$ cat src/rtl/dc_ipu_addr_gen_pkg.sv
// Shared types and constants for the IPU texture-position generator.
package dc_ipu_pkg;

  localparam int DC_DATA_WIDTH  = 24;
  localparam int DC_FRACT_WIDTH = 12;
  localparam int DC_CNT_WIDTH   = 12;

  typedef enum logic {
    IDLE = 1'b0,
    RUN  = 1'b1
  } state_t;

  // Fixed-point 1.0 in the position format
  function automatic logic [DC_DATA_WIDTH-1:0] fixed_one();
    logic [DC_DATA_WIDTH-1:0] one;
    one = {{(DC_DATA_WIDTH-1){1'b0}}, 1'b1};
    return one << DC_FRACT_WIDTH;
  endfunction

endpackage

$ cat src/rtl/dc_ipu_addr_gen_if.sv
// Valid/ready position stream from the generator to the address-compute final stage.
interface dc_ipu_addr_gen_if
  import dc_ipu_pkg::*;
#(
  parameter int DATA_WIDTH = DC_DATA_WIDTH
);

  logic                  out_valid;
  logic                  out_ready;
  logic [DATA_WIDTH-1:0] out_data;
  logic                  out_last;

  modport master (
    output out_valid,
    output out_data,
    output out_last,
    input  out_ready
  );

  modport slave (
    input  out_valid,
    input  out_data,
    input  out_last,
    output out_ready
  );

endinterface

$ cat src/rtl/dc_ipu_addr_gen_acc.sv
// Position accumulator: loads the line offset, then adds the step per accepted beat.
module dc_ipu_addr_gen_acc
  import dc_ipu_pkg::*;
#(
  parameter int DATA_WIDTH = DC_DATA_WIDTH
) (
  input  logic                  clk,
  input  logic                  nreset,
  input  logic                  load,
  input  logic [DATA_WIDTH-1:0] load_val,
  input  logic                  step_en,
  input  logic [DATA_WIDTH-1:0] step,
  output logic [DATA_WIDTH-1:0] acc,
  output logic                  carry
);

  logic [DATA_WIDTH:0] sum;

  // The extra top bit is the wrap indicator the top folds into ovf
  assign sum   = {1'b0, acc} + {1'b0, step};
  assign carry = sum[DATA_WIDTH];

  always_ff @(posedge clk) begin
    if (!nreset) begin
      acc <= '0;
    end else if (load) begin
      acc <= load_val;
    end else if (step_en) begin
      acc <= sum[DATA_WIDTH-1:0];
    end
  end

endmodule

$ cat src/rtl/dc_ipu_addr_gen.sv
// Per-line texture-position generator: emits offset + k*step for k = 0..count-1
// over a valid/ready stream, with registered outputs and a sticky overflow flag.
module dc_ipu_addr_gen
  import dc_ipu_pkg::*;
#(
  parameter int DATA_WIDTH  = DC_DATA_WIDTH,
  parameter int FRACT_WIDTH = DC_FRACT_WIDTH,
  parameter int CNT_WIDTH   = DC_CNT_WIDTH
) (
  input  logic                  clk,
  input  logic                  nreset,
  input  logic                  clr,
  input  logic                  cfg_start,
  input  logic [DATA_WIDTH-1:0] cfg_offset,
  input  logic [DATA_WIDTH-1:0] cfg_step,
  input  logic [CNT_WIDTH-1:0]  cfg_count,
  dc_ipu_addr_gen_if.master     out_if,
  output logic                  busy,
  output logic                  done,
  output logic                  ovf
);

  if (FRACT_WIDTH >= DATA_WIDTH) begin : g_bad_fract
    $error("FRACT_WIDTH must leave at least one integer bit");
  end

  state_t                state;
  logic                  valid_q;
  logic [DATA_WIDTH-1:0] step_q;
  logic [CNT_WIDTH-1:0]  remaining;
  logic [DATA_WIDTH-1:0] acc;
  logic                  carry;
  logic                  accept;
  logic                  is_last;
  logic                  acc_load;
  logic                  acc_step;

  assign accept   = valid_q && out_if.out_ready;
  assign is_last  = (remaining == CNT_WIDTH'(1));
  assign acc_load = !clr && (state == IDLE) && cfg_start && (cfg_count != '0);
  assign acc_step = !clr && accept;

  assign out_if.out_valid = valid_q;
  assign out_if.out_data  = acc;
  assign out_if.out_last  = valid_q && is_last;

  dc_ipu_addr_gen_acc #(
    .DATA_WIDTH (DATA_WIDTH)
  ) u_acc (
    .clk      (clk),
    .nreset   (nreset),
    .load     (acc_load),
    .load_val (cfg_offset),
    .step_en  (acc_step),
    .step     (step_q),
    .acc      (acc),
    .carry    (carry)
  );

  // clr aborts without a done pulse but keeps ovf for software to inspect
  always_ff @(posedge clk) begin
    if (!nreset) begin
      state     <= IDLE;
      valid_q   <= 1'b0;
      busy      <= 1'b0;
      done      <= 1'b0;
      ovf       <= 1'b0;
      step_q    <= '0;
      remaining <= '0;
    end else begin
      done <= 1'b0;
      if (clr) begin
        state     <= IDLE;
        valid_q   <= 1'b0;
        busy      <= 1'b0;
        remaining <= '0;
      end else begin
        case (state)
          IDLE: begin
            if (cfg_start) begin
              ovf <= 1'b0;
              if (cfg_count != '0) begin
                step_q    <= cfg_step;
                remaining <= cfg_count;
                state     <= RUN;
                valid_q   <= 1'b1;
                busy      <= 1'b1;
              end else begin
                done <= 1'b1;
              end
            end
          end
          RUN: begin
            if (accept) begin
              remaining <= remaining - 1'b1;
              if (carry) begin
                ovf <= 1'b1;
              end
              if (is_last) begin
                state   <= IDLE;
                valid_q <= 1'b0;
                busy    <= 1'b0;
                done    <= 1'b1;
              end
            end
          end
          default: begin
            state   <= IDLE;
            valid_q <= 1'b0;
            busy    <= 1'b0;
          end
        endcase
      end
    end
  end

endmodule

$ cat src/flat_wrapper.sv
// flat-port wrapper written by rule: the top's interface ports become plain ports
module dc_ipu_addr_gen_flat import dc_ipu_pkg::*;
#(
  parameter int DATA_WIDTH  = DC_DATA_WIDTH,
  parameter int FRACT_WIDTH = DC_FRACT_WIDTH,
  parameter int CNT_WIDTH   = DC_CNT_WIDTH
)
  (clk, nreset, clr, cfg_start, cfg_offset, cfg_step, cfg_count, busy, done, ovf, out_if_out_valid, out_if_out_data, out_if_out_last, out_if_out_ready);
  dc_ipu_addr_gen_if #(.DATA_WIDTH(DATA_WIDTH)) out_if_i ();
  input  logic clk;
  input  logic nreset;
  input  logic clr;
  input  logic cfg_start;
  input  logic [DATA_WIDTH-1:0] cfg_offset;
  input  logic [DATA_WIDTH-1:0] cfg_step;
  input  logic [CNT_WIDTH-1:0] cfg_count;
  output logic busy;
  output logic done;
  output logic ovf;
  output wire logic [$bits(out_if_i.out_valid)-1:0] out_if_out_valid;
  output wire logic [$bits(out_if_i.out_data)-1:0] out_if_out_data;
  output wire logic [$bits(out_if_i.out_last)-1:0] out_if_out_last;
  input wire logic [$bits(out_if_i.out_ready)-1:0] out_if_out_ready;
  assign out_if_out_valid = out_if_i.out_valid;
  assign out_if_out_data = out_if_i.out_data;
  assign out_if_out_last = out_if_i.out_last;
  assign out_if_i.out_ready = out_if_out_ready;
  dc_ipu_addr_gen #(.DATA_WIDTH(DATA_WIDTH), .FRACT_WIDTH(FRACT_WIDTH), .CNT_WIDTH(CNT_WIDTH)) u_core (.clk(clk), .nreset(nreset), .clr(clr), .cfg_start(cfg_start), .cfg_offset(cfg_offset), .cfg_step(cfg_step), .cfg_count(cfg_count), .out_if(out_if_i), .busy(busy), .done(done), .ovf(ovf));
endmodule
$ cat config.mk
export PLATFORM = sky130hd
export DESIGN_NAME = dc_ipu_addr_gen_flat
export DESIGN_NICKNAME = d
export VERILOG_FILES = /design/src/rtl/dc_ipu_addr_gen_pkg.sv /design/src/rtl/dc_ipu_addr_gen_if.sv /design/src/rtl/dc_ipu_addr_gen_acc.sv /design/src/rtl/dc_ipu_addr_gen.sv /design/src/flat_wrapper.sv
export SDC_FILE = /design/constraint.sdc
export NUM_CORES = 1
export LEC_CHECK = 0
export CORE_ASPECT_RATIO = 0.9
export CORE_UTILIZATION = 45
export CTS_CLUSTER_DIAMETER = 100
export DETAILED_ROUTE_END_ITERATION = 8
export PLACE_DENSITY = 0.75
export SLEW_MARGIN = 25
export SYNTH_ARGS = -nofsm -noshare
export SYNTH_HDL_FRONTEND = slang
export SYNTH_SLANG_ARGS = --single-unit
$ cat constraint.sdc
create_clock -name clk -period 2.8 [get_ports clk]
set_clock_uncertainty 0.15 [all_clocks]
set_input_delay 0.84 -clock clk [delete_from_list [all_inputs] [get_ports clk]]
set_output_delay 0.84 -clock clk [all_outputs]
set_load 0.005 [all_outputs]
==> results.py <==
metrics = {
    "detailed_routing": {
        "via_count": 4339,
        "drc": 0,
        "highest_layer": "met4",
        "drt_iter0_markers": 250,
        "via_per_inst": 5.74,
        "first_pass_iters": 6,
        "dr_wl_met2_um": 5440,
        "wire_per_inst_um": 15.2,
        "wl_um": 11500,
        "drt-met1-wl_um": 5180,
        "ant_nets": 0,
        "dr_wl_met3_um": 773,
    },
    "place": {
        "dp_hpwl_um": 8410,
        "dp_slack_ns": -0.319,
        "io_buffers": 93,
        "gp_congestion": 0.901,
    },
    "global_route": {
        "track_usage_pct": 25.4,
        "grt_pass1_wl_um": 18700,
        "grt_max_degree": 42,
        "grt_overflow_total": 0,
        "grt_pass1_vias": 3966,
        "antenna_found_initial": 0,
    },
    "setup_path": {
        "cp_max_fo": 3,
        "cp-end-kind": "flip-flop",
        "required_ns": 2.90,
        "critPathKind": "reg -> reg",
        "crit_path_start_kind": "flip-flop",
        "arrival_ns": 2.85,
    },
    "yosys": {
        "async_flop_share_pct": 0,
        "ys.flop_type": "dfxtp_1",
        "synth-edff-count": 0,
        "syn_inst": 513,
        "avgSynthCellArea_um2": 7.72,
        "syn_nets": 605,
        "syn_area_um2": 3960,
        "synth-seq-cells": 64,
        "ys_seq_area_share_pct": 32.3,
        "synth_cell_types": 55,
        "yosys_warnings": 0,
    },
    "power_and_ir_drop": {
        "leakagePower_nw": 2.24,
        "power.density_nw_per_um2": 400,
        "ir_drop_uv": 285,
    },
    "finish": {
        "num_antenna_cells": 0,
        "final_cell_mix": "clkdlybuf4s50_1 (92), nand2_1 (84), a21oi_1 (67), dfxtp_1 (62), buf_4 (44)",
        "fin_nets": 727,
        "area_delta_synth_final_pct": 40.8,
        "fillers": 765,
        "drive_gt1_share_pct": 12.7,
        "layout_commonest_cell": "clkdlybuf4s50_1",
    },
    "timing": {
        "finalCriticalPeriod_ns": 2.75,
        "max_slew_margin_pct": 53.9,
        "setup_ws_ns": 0.0526,
        "period_share_pct": 98.1,
        "setup_viol": 0,
        "rsz0062_at_grt": "true",
        "finalSetupTns_ns": 0,
        "maxSlewViolCount": 0,
        "finalHoldViolCount": 0,
        "fmax_mhz": 364,
        "worst_slew_pin_slew_ns": 0.691,
    },
    "floorplan": {
        "fp.dieArea_um2": 9190,
        "die_h_um": 91.0,
        "initial_core_util_pct": 46.2,
        "std_cell_rows": 32,
        "die_w_um": 101,
        "io_pins": 94,
        "coreArea_um2": 8570,
    },
    "clocking": {
        "htree_num_levels": 3,
        "cts_hold_buf": 0,
        "cts_root_buffer": "clkbuf_8",
        "cts_tree": "done",
        "cts_max_path_buffers": 2,
        "clock_latency_ns": 0.34,
        "cts_made_buffers": 9,
        "cts_sinks": 64,
        "clk_pin_slew_ns": 0.07,
    },
    "run_status": {
        "outcome": "completed",
    },
    "flow_run": {
        "drv_cap": 0,
    },
    "min_path": {
        "hold_path.class": "reg -> reg",
    },
}
-- critical path: stages (launching register included) --
cell and delay, ns:
dfxtp_2 0.35, ha_4 0.14, inv_2 0.03, fa_2 0.33, and2b_2 0.24, o2111ai_2 0.13, a2111o_1 0.49, o211a_4 0.28
o21bai_4 0.12, nand4_1 0.13, a211oi_2 0.26
-- power by group --
group | total, mW | switching, mW | internal (mW)
clock network | 0.739 | 0.335 | 0.404
logic | 0.503 | 0.233 | 0.270
registers | 0.991 | 0.0378 | 0.953
-- final timing paths --
path | from | end | slack [ns] | cells after the start
setup / recovery | u_core.u_acc.acc[0] | u_core.ovf | 0.05 | 10
hold / removal | u_core.step_q[15] | u_core.step_q[15] | 0.31 | 2
setup reg to reg | u_core.u_acc.acc[0] | u_core.ovf | 0.05 | 10
hold reg to reg | u_core.step_q[15] | u_core.step_q[15] | 0.31 | 2
-- repair_timing --
action	in CTS	in global routing
resized for setup	11	8
buffers inserted	3	4
pin swaps	5	7
setup endpoints to repair	7	32
-- metrics by stage --
stage | std cells | hold slack [ns] | cell area (um^2) | power, mW | utilization [%]
final | 756 | 0.311 | 5580 | 2.23 | 65.1
after detailed placement | 736 | 0.306 | 5280 | 1.49 | 61.6
after CTS | 752 | 0.315 | 5520 | 2.23 | 64.4
after global routing | 756 | 0.331 | 5580 | 2.35 | 65.1
after floorplan | 513 | 0.290 | 3960 | 1.26 | -
after global placement | 736 | 0.301 | 5280 | 1.48 | 61.6
-- kinds of logic (layout without fill, tap and decap cells) --
kind of cell,count (synthesis),after routing,synth area share (%)
AND/OR/NAND/NOR,182,182,21.4
AO/OA/AOI/OAI,174,174,28.2
flip-flops,64,64,32.3
buffers and inverters,48,172,5.30
adder cells (fa/ha/maj),27,27,8.71
XOR/XNOR,16,16,3.54
multiplexers,2,2,0.505
-- state kept, by name, summed over array words and instances (netlist names) --
signal and flops:
u_core.state 1, u_core.remaining 12, u_core.u_acc.acc 24, u_core.step_q 24, u_core.done 1, u_core.busy 1
u_core.ovf 1
-- synthesized netlist by cell type (3+ instances only) --
cell type	count	share of area (%)
nand2_1	84	8.0
a21oi_1	67	8.5
dfxtp_1	64	32
o21ai_0	27	3.4
ha_1	26	8.2
nor2_1	24	2.3
nand3_1	21	2.7
and3_1	18	2.8
clkbuf_1	18	1.7
inv_1	17	1.6
o22ai_1	10	1.6
a222oi_1	9	2.3
a31oi_1	9	1.4
a21o_1	8	1.5
xnor2_1	8	1.8
xor2_1	8	1.8
nor3_1	7	0.88
a211oi_1	5	0.95
buf_4	5	0.95
o21a_1	5	0.95
o31ai_1	5	0.95
o32ai_1	5	1.1
buf_1	4	0.38
nand4_1	4	0.63
nor3b_1	4	0.76
nor4_1	4	0.63
or3_1	4	0.63
a211o_1	3	0.66
a41oi_1	3	0.66
nor2b_1	3	0.47
o211ai_1	3	0.57
-- per-layer routing --
layer | track usage [%] | vias to the layer above
met5 | 0 | -
met2 | 40.4 | 154
met1 | 34.8 | 2041
met4 | 5.19 | 0
li1 | - | 2135
met3 | 6.31 | 9
-- cell type report --
class | instances | area [um^2] | area share, %
repair buffers | 142 | 1360 | 24.3
well taps | 119 | 149 | 2.67
inverters | 17 | 63.8 | 1.14
flip-flops and latches | 64 | 1280 | 23.0
clock buffers | 13 | 179 | 3.21
multi-input cells | 401 | 2550 | 45.6
Note: power is estimated with default switching activity, not from simulation.
